`config.mk`:
```
export PLATFORM = sky130hd
export DESIGN_NAME = ysyx_25060173_exec_ctrl
export DESIGN_NICKNAME = d
export VERILOG_FILES = /design/src/rtl/ysyx_25060173_exec_ctrl.sv
export SDC_FILE = /design/constraint.sdc
export NUM_CORES = 1
export LEC_CHECK = 0
export ABC_AREA = 1
export CORE_ASPECT_RATIO = 0.6
export CORE_MARGIN = 4
export CORE_UTILIZATION = 40
export DETAILED_ROUTE_END_ITERATION = 7
export HOLD_SLACK_MARGIN = 0.15
export PLACE_DENSITY = 0.73
export SYNTH_ARGS = -nofsm -noshare
export SYNTH_HDL_FRONTEND = slang
export SYNTH_SLANG_ARGS = --single-unit
```
`constraint.sdc`:
```
create_clock -name clk -period 5.9 [get_ports clk]
set_input_delay 1.18 -clock clk [delete_from_list [all_inputs] [get_ports clk]]
set_output_delay 1.18 -clock clk [all_outputs]
set_load 0.02 [all_outputs]
```
`src/rtl/ysyx_25060173_exec_ctrl.sv`:
```
// Multi-cycle execution sequencer for the single-cycle core datapath.
// Fetches one instruction per pass over a valid/ready port, holds it for the
// decoder, sequences the load/store handshake and emits one commit pulse per
// retired instruction. Ebreak parks the sequencer in a halt state; bus errors
// and response timeouts park it in a sticky fault state until reset.
module ysyx_25060173_exec_ctrl #(
    parameter int TIMEOUT = 255,
    parameter int CNT_W   = 32
) (
    input  logic             clk,
    input  logic             reset,
    input  logic [31:0]      pc,
    input  logic             is_mem,
    input  logic             is_ebreak,
    output logic             ifu_req_valid,
    input  logic             ifu_req_ready,
    output logic [31:0]      ifu_req_addr,
    input  logic             ifu_rsp_valid,
    input  logic [31:0]      ifu_rsp_data,
    input  logic             ifu_rsp_err,
    output logic [31:0]      inst,
    output logic             inst_valid,
    output logic             lsu_req_valid,
    input  logic             lsu_req_ready,
    input  logic             lsu_rsp_valid,
    input  logic             lsu_rsp_err,
    output logic             commit,
    output logic             halted,
    output logic             fault,
    output logic [1:0]       fault_code,
    output logic [CNT_W-1:0] cycle_cnt,
    output logic [CNT_W-1:0] instret_cnt
);

    typedef enum logic [2:0] {
        S_IREQ  = 3'd0,
        S_IWAIT = 3'd1,
        S_EXEC  = 3'd2,
        S_DREQ  = 3'd3,
        S_DWAIT = 3'd4,
        S_HALT  = 3'd5,
        S_FAULT = 3'd6
    } state_t;

    localparam logic [1:0]  CODE_IFETCH  = 2'd1;
    localparam logic [1:0]  CODE_DATA    = 2'd2;
    localparam logic [1:0]  CODE_TIMEOUT = 2'd3;

    // Timeout limit in the counter's own width; TIMEOUT is bounded to 16 bits.
    localparam logic [15:0] TMO_LIMIT    = 16'(TIMEOUT);

    state_t      state_r;
    logic [15:0] tmo_cnt_r;
    logic [15:0] tmo_next_s;
    logic        tmo_hit_s;
    logic        running_s;

    // The wait counter value after this cycle, and whether that reaches the limit.
    always_comb begin
        tmo_next_s = tmo_cnt_r + 16'd1;
        tmo_hit_s  = (tmo_next_s == TMO_LIMIT);
    end

    // Request, status and commit outputs decoded from the registered state.
    // commit must coincide with the EXEC/DWAIT cycle the core acts on, so it
    // is decoded combinationally from state plus the qualifying inputs.
    always_comb begin
        ifu_req_valid = 1'b0;
        lsu_req_valid = 1'b0;
        inst_valid    = 1'b0;
        halted        = 1'b0;
        fault         = 1'b0;
        commit        = 1'b0;
        running_s     = 1'b1;
        ifu_req_addr  = pc;
        case (state_r)
            S_IREQ: begin
                ifu_req_valid = 1'b1;
            end
            S_IWAIT: begin
                ifu_req_valid = 1'b0;
            end
            S_EXEC: begin
                inst_valid = 1'b1;
                // Ebreak retires even when the decoder also flags a memory op.
                commit     = is_ebreak | ~is_mem;
            end
            S_DREQ: begin
                inst_valid    = 1'b1;
                lsu_req_valid = 1'b1;
            end
            S_DWAIT: begin
                inst_valid = 1'b1;
                commit     = lsu_rsp_valid & ~lsu_rsp_err;
            end
            S_HALT: begin
                halted    = 1'b1;
                running_s = 1'b0;
            end
            S_FAULT: begin
                fault     = 1'b1;
                running_s = 1'b0;
            end
            default: begin
                // Unreachable encodings behave like a fault: no requests, no commit.
                fault     = 1'b1;
                running_s = 1'b0;
            end
        endcase
    end

    // Sequencer FSM: state, held instruction, response wait counter, fault code.
    always_ff @(posedge clk or posedge reset) begin
        if (reset) begin
            state_r    <= S_IREQ;
            inst       <= 32'd0;
            tmo_cnt_r  <= 16'd0;
            fault_code <= 2'd0;
        end else begin
            case (state_r)
                S_IREQ: begin
                    // Any response seen here is stale by construction and ignored.
                    if (ifu_req_ready) begin
                        state_r   <= S_IWAIT;
                        tmo_cnt_r <= 16'd0;
                    end
                end
                S_IWAIT: begin
                    // A response in the limit cycle still wins over the timeout.
                    if (ifu_rsp_valid) begin
                        if (ifu_rsp_err) begin
                            state_r    <= S_FAULT;
                            fault_code <= CODE_IFETCH;
                        end else begin
                            inst    <= ifu_rsp_data;
                            state_r <= S_EXEC;
                        end
                    end else if (tmo_hit_s) begin
                        state_r    <= S_FAULT;
                        fault_code <= CODE_TIMEOUT;
                    end else begin
                        tmo_cnt_r <= tmo_next_s;
                    end
                end
                S_EXEC: begin
                    if (is_ebreak) begin
                        state_r <= S_HALT;
                    end else if (is_mem) begin
                        state_r <= S_DREQ;
                    end else begin
                        state_r <= S_IREQ;
                    end
                end
                S_DREQ: begin
                    if (lsu_req_ready) begin
                        state_r   <= S_DWAIT;
                        tmo_cnt_r <= 16'd0;
                    end
                end
                S_DWAIT: begin
                    if (lsu_rsp_valid) begin
                        if (lsu_rsp_err) begin
                            state_r    <= S_FAULT;
                            fault_code <= CODE_DATA;
                        end else begin
                            state_r <= S_IREQ;
                        end
                    end else if (tmo_hit_s) begin
                        state_r    <= S_FAULT;
                        fault_code <= CODE_TIMEOUT;
                    end else begin
                        tmo_cnt_r <= tmo_next_s;
                    end
                end
                S_HALT: begin
                    state_r <= S_HALT;
                end
                S_FAULT: begin
                    state_r <= S_FAULT;
                end
                default: begin
                    state_r <= S_FAULT;
                end
            endcase
        end
    end

    // Free-running cycle counter (frozen once parked) and retired-instruction counter.
    always_ff @(posedge clk or posedge reset) begin
        if (reset) begin
            cycle_cnt   <= '0;
            instret_cnt <= '0;
        end else begin
            if (running_s) begin
                cycle_cnt <= cycle_cnt + CNT_W'(1);
            end
            if (commit) begin
                instret_cnt <= instret_cnt + CNT_W'(1);
            end
        end
    end

endmodule

```
==> results.sh <==
export IMPL_layout_nets=975
export IMPL_overflow=0
export IMPL_final_layout_size_suffix_gt1_share_pct=6.92
export IMPL_cts_max_level=4
export IMPL_diodes=0
export IMPL_crit_top_cell="clkdlybuf4s50_1"
export IMPL_crit_path_end_kind="output port"
export IMPL_dp_hpwl_um=11700
export IMPL_grtUsageTotal_pct=18.4
export IMPL_design_portCount=210
export IMPL_tightestPinTransition_ps=1070
export IMPL_grt_pass1_wl_um=26900
export IMPL_cp_start_kind="input port"
export IMPL_clk_insertion_delay_late_ps=410
export IMPL_vias=5367
export IMPL_ys_seq_elements=117
export IMPL_path_class="in2out"
export IMPL_die_x_um=169
export IMPL_syn_num_nets=852
export IMPL_crit_arrival_ps=2760
export IMPL_cts_clk_slew_worst_paths_ps=60
export IMPL_p_per_area_nw_per_um2=408
export IMPL_grt_max_degree=81
export IMPL_start_util_pct=41.9
export IMPL_fin_skew_ps=12.8
export IMPL_slowest_stage="clkdlybuf4s50_1"
export IMPL_drtAntennaViolNets=0
export IMPL_dieArea_um2=17700
export IMPL_irDropWorstVdd_mv=0.226
export IMPL_holdPathStages=2
export IMPL_slew_headroom_pct=28.4
export IMPL_place_inst=1076
export IMPL_vias_per_cell=4.84
export IMPL_portBuffers=145
export IMPL_routabilityCongestion=0.887
export IMPL_maxSlewViolCount=0
export IMPL_synth_distinct_cells=38
export IMPL_ff2ff_path_depth=10
export IMPL_ctsResizeCount=0
export IMPL_finalHoldViolCount=0
export IMPL_fin_setup_tns_ps=0
export IMPL_crit_start="lsu_rsp_valid"
export IMPL_cts_buffers=17
export IMPL_mostFrequentLayoutCell="nand2_1"
export IMPL_slowest_delay_ps=670
export IMPL_first_pass_iters=4
export IMPL_reg2reg_slack_ps=3550
export IMPL_die_y_um=105
export IMPL_rsz0062_at_grt="false"
export IMPL_cts_sinks=117
export IMPL_fp_row_count=34
export IMPL_leakage_nw=3.93
export IMPL_grt_pass1_vias=5166
export IMPL_hold_path_class="reg2reg"
export IMPL_final_cell_mix="nand2_1, clkdlybuf4s50_1, dfrtp_1, nor2_1, inv_1"
export IMPL_cap_violations=0
export IMPL_antenna_found_initial=0
export IMPL_syn_avg_cell_area_um2=8.04
export IMPL_clockBufferDepth=2
export IMPL_finalCriticalPeriod_ps=3940
export IMPL_drtIter0Drc=352
export IMPL_min_delay_worst_endpoint="inst[27]"
export IMPL_ctsHoldBuffers=0
export IMPL_finalNonFillerCells=1108
export IMPL_clock_root_buffer="clkbuf_16"
export IMPL_nFillCells=1333
export IMPL_crit_fanout=14
export IMPL_required_ps=4720
export IMPL_postCtsSetupBuffers=0
export IMPL_yosysWarnings=0
export IMPL_outcome="complete, no violations"
export IMPL_rr_endpoint="instret_cnt[28]"
export IMPL_wirelength_um=15900
export IMPL_setup_viol=0
export IMPL_synth_cells=774
export IMPL_drc=0
export IMPL_area_growth_pct=32.9
export IMPL_cts_tree="yes"
export IMPL_fmax_mhz=254
export IMPL_r2r_start="instret_cnt[0]"
export IMPL_coreArea_um2=14800
export IMPL_avgRoutedWirePerCell_um=14.3
export IMPL_fin_crit_sh_pct=66.8
export IMPL_seq_area_frac_synth_pct=47.0
export IMPL_worstHoldStart="inst[27]"
export IMPL_synth_cell_area_um2=6220
export IMPL_worstPathCellList="clkdlybuf4s50_1 > nand3_1 > nand2_2 > clkdlybuf4s50_1"
[worst max-delay path by stage]
stage                         endpoint  slack [ps]  cells after the start
after floorplan           cycle_cnt[0]        1620                      1
after global placement          commit        1960                      4
after detailed placement        commit        1960                      4
after CTS                       commit        1950                      4
after global routing            commit        1890                      4
final                           commit        1960                      4
[synthesized netlist by cell type, drive strengths merged]
master	n	area, um2
a211oi	1	7.51
a21oi	8	40.0
a31oi	1	6.26
and2	1	7.51
buf	38	280
clkbuf	6	22.5
clkinv	1	3.75
dfrtp	117	2930
ha	4	50.1
inv	70	263
nand2	270	1030
nand3	41	215
nand3b	2	15.0
nand4	29	196
nor2	78	330
nor3	26	151
nor3b	1	7.51
nor4	6	52.6
nor4b	1	8.76
o21ai	6	30.0
o21bai	1	7.51
or2	2	12.5
xnor2	18	158
xor2	46	403
[critical path, delay by kind of cell]
kind                   cells  cell delay, ps
buffers and inverters      2            1160
and+or+nand+nor            2             410
[cell families after synthesis]
group | share of synthesized area (%)
simple gates | 32.5
flops | 47.0
compound gates | 1.47
fa+ha+maj | 0.804
buf+inv | 9.15
xor+xnor | 9.01
[flip-flops by register name (all words and copies together) (netlist names)]
register and count:
cycle_cnt 32, inst 32, instret_cnt 32, tmo_cnt_r 16, state_r 3, fault_code 2
[through the flow]
stage | area [um2] | util, % | power (mW) | worst slack [ps] | hold slack (ps)
floorplan | 6220 | - | 1.80 | 1620 | 460
global placement | 7650 | 51.5 | 2.27 | 1960 | 452
detailed placement | 7650 | 51.5 | 2.28 | 1960 | 458
CTS | 8270 | 55.7 | 3.39 | 1950 | 472
global route | 8270 | 55.7 | 3.56 | 1890 | 487
finish | 8270 | 55.7 | 3.37 | 1960 | 468
[report_power, final]
| group | switching (mW) | internal, mW | total (mW) |
|---|---|---|---|
| sequential | 0.147 | 0.969 | 1.12 |
| clock | 0.412 | 0.689 | 1.10 |
| combinational | 0.689 | 0.467 | 1.16 |
| total | 1.25 | 2.12 | 3.37 |
[layer usage]
layer / vias up / GRT usage [%] / share of wire, %
met5: - / 0 / 0
met4: 0 / 4.37 / 0.81
met3: 16 / 6.68 / 8.7
met2: 183 / 25.3 / 41
met1: 2489 / 27.7 / 49
li1: 2679 / - / -
[cell type report]
class	count	area (um2)	area share, %
sequential	117	2930	35.4
multi-input combinational	542	2730	33.0
timing repair buffer	148	1470	17.8
clock buffer	18	439	5.31
inverter	71	269	3.25
tap	198	248	2.99
clock inverter	14	189	2.28
(Power assumes the default switching activity.)
